$ cat config.mk
export PLATFORM = sky130hd
export DESIGN_NAME = turn_ctrl
export DESIGN_NICKNAME = d
export VERILOG_FILES = /design/src/rtl/game_pkg.sv /design/src/rtl/turn_ptr.sv /design/src/rtl/turn_ctrl.sv
export SDC_FILE = /design/constraint.sdc
export NUM_CORES = 1
export LEC_CHECK = 0
export CAP_MARGIN = 20
export CORE_MARGIN = 5
export CORE_UTILIZATION = 61
export DETAILED_ROUTE_END_ITERATION = 8
export DONT_BUFFER_PORTS = 1
export GPL_ROUTABILITY_DRIVEN = 0
export PLACE_DENSITY = 0.83
export SYNTH_ARGS = -nofsm -noshare
export SYNTH_HDL_FRONTEND = slang
export SYNTH_SLANG_ARGS = --single-unit
$ cat constraint.sdc
create_clock -name clk -period 2.1 [get_ports clk]
set_input_delay 0.525 -clock clk [delete_from_list [all_inputs] [get_ports clk]]
set_output_delay 0.525 -clock clk [all_outputs]
set_load 0.01 [all_outputs]
$ cat src/rtl/game_pkg.sv
// Shared definitions for the turn controller: FSM encoding, mode code,
// player-count limits and the effective player-count clamp.
package game_pkg;

    typedef enum logic [1:0] {
        S_IDLE = 2'd0,
        S_STEP = 2'd1,
        S_GAP  = 2'd2,
        S_DONE = 2'd3
    } state_t;

    localparam logic [2:0] SETUP_MODE  = 3'b010;
    localparam int         MAX_PLAYERS = 4;
    localparam int         MIN_PLAYERS = 2;

    // Clamp the selected player count into the range the board supports.
    // The upper limit is the smaller of the instance width and MAX_PLAYERS,
    // because the turn index is only two bits wide.
    function automatic logic [2:0] eff_players(input logic [2:0] n, input int max_p);
        logic [2:0] hi;
        if (max_p > MAX_PLAYERS)
            hi = 3'(MAX_PLAYERS);
        else if (max_p < MIN_PLAYERS)
            hi = 3'(MIN_PLAYERS);
        else
            hi = 3'(max_p);

        if (n < 3'(MIN_PLAYERS))
            return 3'(MIN_PLAYERS);
        else if (n > hi)
            return hi;
        else
            return n;
    endfunction

endpackage

$ cat src/rtl/turn_ptr.sv
// Modulo-neff turn pointer with a registered one-hot player enable.
module turn_ptr #(
    parameter int MAX_PLAYERS = game_pkg::MAX_PLAYERS
) (
    input  logic                   clk,
    input  logic                   rst_n,
    input  logic                   advance,
    input  logic                   clear,
    input  logic [2:0]             neff,
    output logic [1:0]             turn,
    output logic [MAX_PLAYERS-1:0] p_da
);

    logic [1:0]             turn_n;
    logic [MAX_PLAYERS-1:0] p_da_n;

    // Next turn: clear wins; an advance past the last player wraps to 0.
    // Comparing with >= also recovers if N shrank below the current turn.
    always_comb begin
        turn_n = turn;
        if (clear)
            turn_n = 2'd0;
        else if (advance)
            turn_n = ({1'b0, turn} >= (neff - 3'd1)) ? 2'd0 : turn + 2'd1;
        for (int i = 0; i < MAX_PLAYERS; i++)
            p_da_n[i] = (i == int'(turn_n));
    end

    // Turn index and its one-hot decode update together, so p_da never glitches.
    always_ff @(posedge clk or negedge rst_n) begin
        if (!rst_n) begin
            turn <= 2'd0;
            p_da <= MAX_PLAYERS'(1);
        end else begin
            turn <= turn_n;
            p_da <= p_da_n;
        end
    end

endmodule

$ cat src/rtl/turn_ctrl.sv
// Turn controller: steps the current player's counter by `steps` tiles with
// a fixed idle gap between D pulses, and passes the turn on a miss.
module turn_ctrl #(
    parameter int STEP_GAP    = 1,
    parameter int MAX_PLAYERS = game_pkg::MAX_PLAYERS
) (
    input  logic                   clk,
    input  logic                   rst_n,
    input  logic [2:0]             M,
    input  logic [2:0]             N,
    input  logic                   move_req,
    input  logic [2:0]             steps,
    input  logic                   miss,
    output logic                   D,
    output logic [MAX_PLAYERS-1:0] p_da,
    output logic [1:0]             turn,
    output logic                   busy,
    output logic                   done
);

    import game_pkg::*;

    localparam logic [2:0] GAP_LOAD = 3'(STEP_GAP - 1);

    state_t     state;
    logic [2:0] remaining;
    logic [2:0] gap_cnt;
    logic       d_q;
    logic       done_q;
    logic       setup;
    logic       advance;
    logic [2:0] neff;

    assign setup   = (M == SETUP_MODE);
    assign neff    = eff_players(N, MAX_PLAYERS);
    // A miss only passes the turn when idle and not shadowed by a move request.
    assign advance = (state == S_IDLE) && miss && !move_req && !setup;

    // Setup mode kills D and done in the very cycle it appears.
    assign D    = d_q    & ~setup;
    assign done = done_q & ~setup;

    turn_ptr #(
        .MAX_PLAYERS (MAX_PLAYERS)
    ) u_turn_ptr (
        .clk     (clk),
        .rst_n   (rst_n),
        .advance (advance),
        .clear   (setup),
        .neff    (neff),
        .turn    (turn),
        .p_da    (p_da)
    );

    // Move sequencer: IDLE -> (STEP -> GAP*)* -> DONE -> IDLE, outputs registered.
    always_ff @(posedge clk or negedge rst_n) begin
        if (!rst_n) begin
            state     <= S_IDLE;
            remaining <= 3'd0;
            gap_cnt   <= 3'd0;
            d_q       <= 1'b0;
            done_q    <= 1'b0;
            busy      <= 1'b0;
        end else if (setup) begin
            state     <= S_IDLE;
            remaining <= 3'd0;
            gap_cnt   <= 3'd0;
            d_q       <= 1'b0;
            done_q    <= 1'b0;
            busy      <= 1'b0;
        end else begin
            case (state)
                S_IDLE: begin
                    if (move_req) begin
                        busy <= 1'b1;
                        if (steps != 3'd0) begin
                            remaining <= steps;
                            d_q       <= 1'b1;
                            state     <= S_STEP;
                        end else begin
                            done_q <= 1'b1;
                            state  <= S_DONE;
                        end
                    end
                end
                S_STEP: begin
                    d_q       <= 1'b0;
                    remaining <= remaining - 3'd1;
                    if (remaining == 3'd1) begin
                        done_q <= 1'b1;
                        state  <= S_DONE;
                    end else begin
                        gap_cnt <= GAP_LOAD;
                        state   <= S_GAP;
                    end
                end
                S_GAP: begin
                    if (gap_cnt == 3'd0) begin
                        d_q   <= 1'b1;
                        state <= S_STEP;
                    end else begin
                        gap_cnt <= gap_cnt - 3'd1;
                    end
                end
                S_DONE: begin
                    done_q <= 1'b0;
                    busy   <= 1'b0;
                    state  <= S_IDLE;
                end
                default: state <= S_IDLE;
            endcase
        end
    end

endmodule

==> flow_summary.ini <==
[worst_setup_path]
cp-start-kind = flip-flop
slowest_stage = dfrtp_1
crit_type = reg2reg
end_kind = flip-flop
crit_buf_inv = 2
reg2reg_from = state[1]
max_stage_delay_ns = 0.45
required_ns = 2.27
path_common_cell = inv_1
cp_top_family = flip-flops
critPathLaunch = state[1]
worst_ep_arrival_time_ns = 2.07
cp_max_fo = 10
path_cells = inv_1 -> ha_1 -> inv_1 -> o21ai_1 -> mux2i_1 -> a31oi_1

[power_and_ir_drop]
cellLeakagePower_nw = 0.557
vdd_ir_drop_max_mv = 0.781
power_density_nw_per_um2 = 1450
p_total_mw = 1.77

[global_route]
grt_pass1_wl_um = 3670
grt_pass1_vias = 913
antenna_found_initial = 0
overflow = 0
grt_max_degree = 17
grt_usage_pct = 17.6

[final_layout]
postLayoutCoreUtil_pct = 68.5
final_cells = 144
final_nets = 145
drive_gt1_share_pct = 13.4
nFillCells = 140
design_area_um2 = 1220
synthToLayoutAreaGrowth_pct = 4.50
diodes = 0

[synthesis]
syn_nets = 143
synth_seq_cells = 17
synth_cells = 118
ys_seq_area_share_pct = 36.5
synth-main-ff-cell = dfrtp_1
syn_area_um2 = 1170
ys_types = 39
yosys_warnings = 0
synth_edf_count = 0
async_flop_share_pct = 100
avgSynthCellArea_um2 = 9.90

[sta]
rsz0062_at_grt = false
finalClockSkew_ns = 0.00543
drv_slew = 0
tns_ns = 0
finalCriticalPeriod_ns = 1.90
relSlewSlack_pct = 50.8
hold_viol = 0
fmax_ghz = 0.525
worst_pin_slew_ns = 0.735
hold_ws_ns = 0.0638
period_share_pct = 90.6
finalSetupViolations = 0
fin_ws_ns = 0.197

[detailed_routing]
drtIter0Drc = 14
wl_per_cell_um = 15.5
avgViaCountPerCell = 6.15
drc = 0
routed_wl_um = 2240
drt_first_pass_iters = 4
via_count = 886
antenna_left = 0

[floorplan]
rows = 15
ios = 22
die_area_um2 = 2890
core_area_um2 = 1780
die_y_um = 53.8
start_util_pct = 65.5
die_w_um = 53.8

[place]
place_area_um2 = 1180
io_buffers = 0
pre_cts_ws_ns = 0.0222
dp_hpwl_um = 1650
dp.cells = 139

[clocking]
htree_num_levels = 1
cts_resized = 0
post-cts-setup-buffer-count = 0
clk_path_buf_depth = 2
cts.clk_slew.worst_paths_ns = 0.10
ctsHoldBuffers = 1
cts_root_buf = clkbuf_4
clock-sinks = 17
cts_buffers = 3
clk_latency_ns = 0.29
cts_tree = done

[status]
run_status = finished, final reports clean

[hold_path]
hold_class = in2async

[run]
maxCapViolCount = 0
layout by cell type (no fill, tap or decap), types with 2 or more instances in the layout:
master | Yosys | layout
dfrtp_1 | 16 | 16
ha_1 | 12 | 12
inv_1 | 10 | 10
nor2_1 | 10 | 10
a21oi_1 | 6 | 6
nand3_1 | 5 | 5
mux2i_1 | 5 | 5
nand2b_1 | 4 | 4
nand2_1 | 4 | 4
nand3b_1 | 4 | 4
nor3_1 | 4 | 4
mux2_2 | 3 | 3
a31oi_1 | 3 | 3
clkbuf_4 | 0 | 3
o2111ai_1 | 2 | 2
o211a_1 | 2 | 2
a211oi_1 | 2 | 2
worst paths after layout:
path	to	slack, ns	cells past startpoint
hold reg to reg	remaining[1]	0.54	2
max in group asynchronous	gap_cnt[2]	0.90	1
hold / removal	u_turn_ptr.p_da[0]	0.06	0
min in group clk	remaining[2]	0.42	2
setup / recovery	remaining[2]	0.20	6
setup reg to reg	remaining[2]	0.20	6
cell usage after synthesis (2+ instances only):
cell       instances  area, um2
dfrtp_1           16        400
ha_1              12        150
inv_1             10       37.5
nor2_1            10       37.5
a21oi_1            6       30.0
mux2i_1            5       50.1
nand3_1            5       25.0
nand2_1            4       15.0
nand2b_1           4       25.0
nand3b_1           4       30.0
nor3_1             4       20.0
a31oi_1            3       18.8
buf_2              3       15.0
mux2_2             3       33.8
a211oi_1           2       15.0
clkbuf_1           2       7.51
o2111ai_1          2       17.5
o211a_1            2       20.0
report_power, final:
group	leakage [nW]	internal [mW]	switching [mW]	total (mW)
logic	0.333	0.444	0.520	0.965
clock network	0.0150	0.0739	0.0984	0.172
registers	0.209	0.482	0.152	0.634
layer usage:
metal  share of wire (%)  global-route usage (%)  up-vias
li1                    -                       -      429
met1                  42                    19.3      422
met2                  49                    30.4       30
met3                 7.4                    4.99        5
met4                 1.9                    8.94        0
met5                   0                       0        -
registers in the layout, indices dropped and copies added, names as in the netlist:
register         flops
state                2
done_q               1
remaining            3
gap_cnt              3
d_q                  1
u_turn_ptr.p_da      4
busy                 1
u_turn_ptr.turn      2
logic make-up (layout without fill, tap and decap cells):
logic type               Yosys count  after routing  share of synthesized area (%)
XOR/XNOR                           1              1                          0.750
buffers and inverters             15             16                           5.14
multiplexers                       8              8                           7.17
flip-flops                        17             17                           36.5
AO/OA/AOI/OAI                     28             28                           20.0
AND/OR/NAND/NOR                   37             37                           17.6
adder cells (fa/ha/maj)           12             12                           12.8
cell type report:
class | count | area [um2] | area share [%]
well taps | 25 | 31.3 | 2.56
repair buffers | 2 | 17.5 | 1.43
clock buffers | 4 | 26.3 | 2.15
flip-flops and latches | 17 | 427 | 34.9
inverters | 10 | 37.5 | 3.07
multi-input cells | 86 | 682 | 55.8
Note: power is estimated with default switching activity, not from simulation.
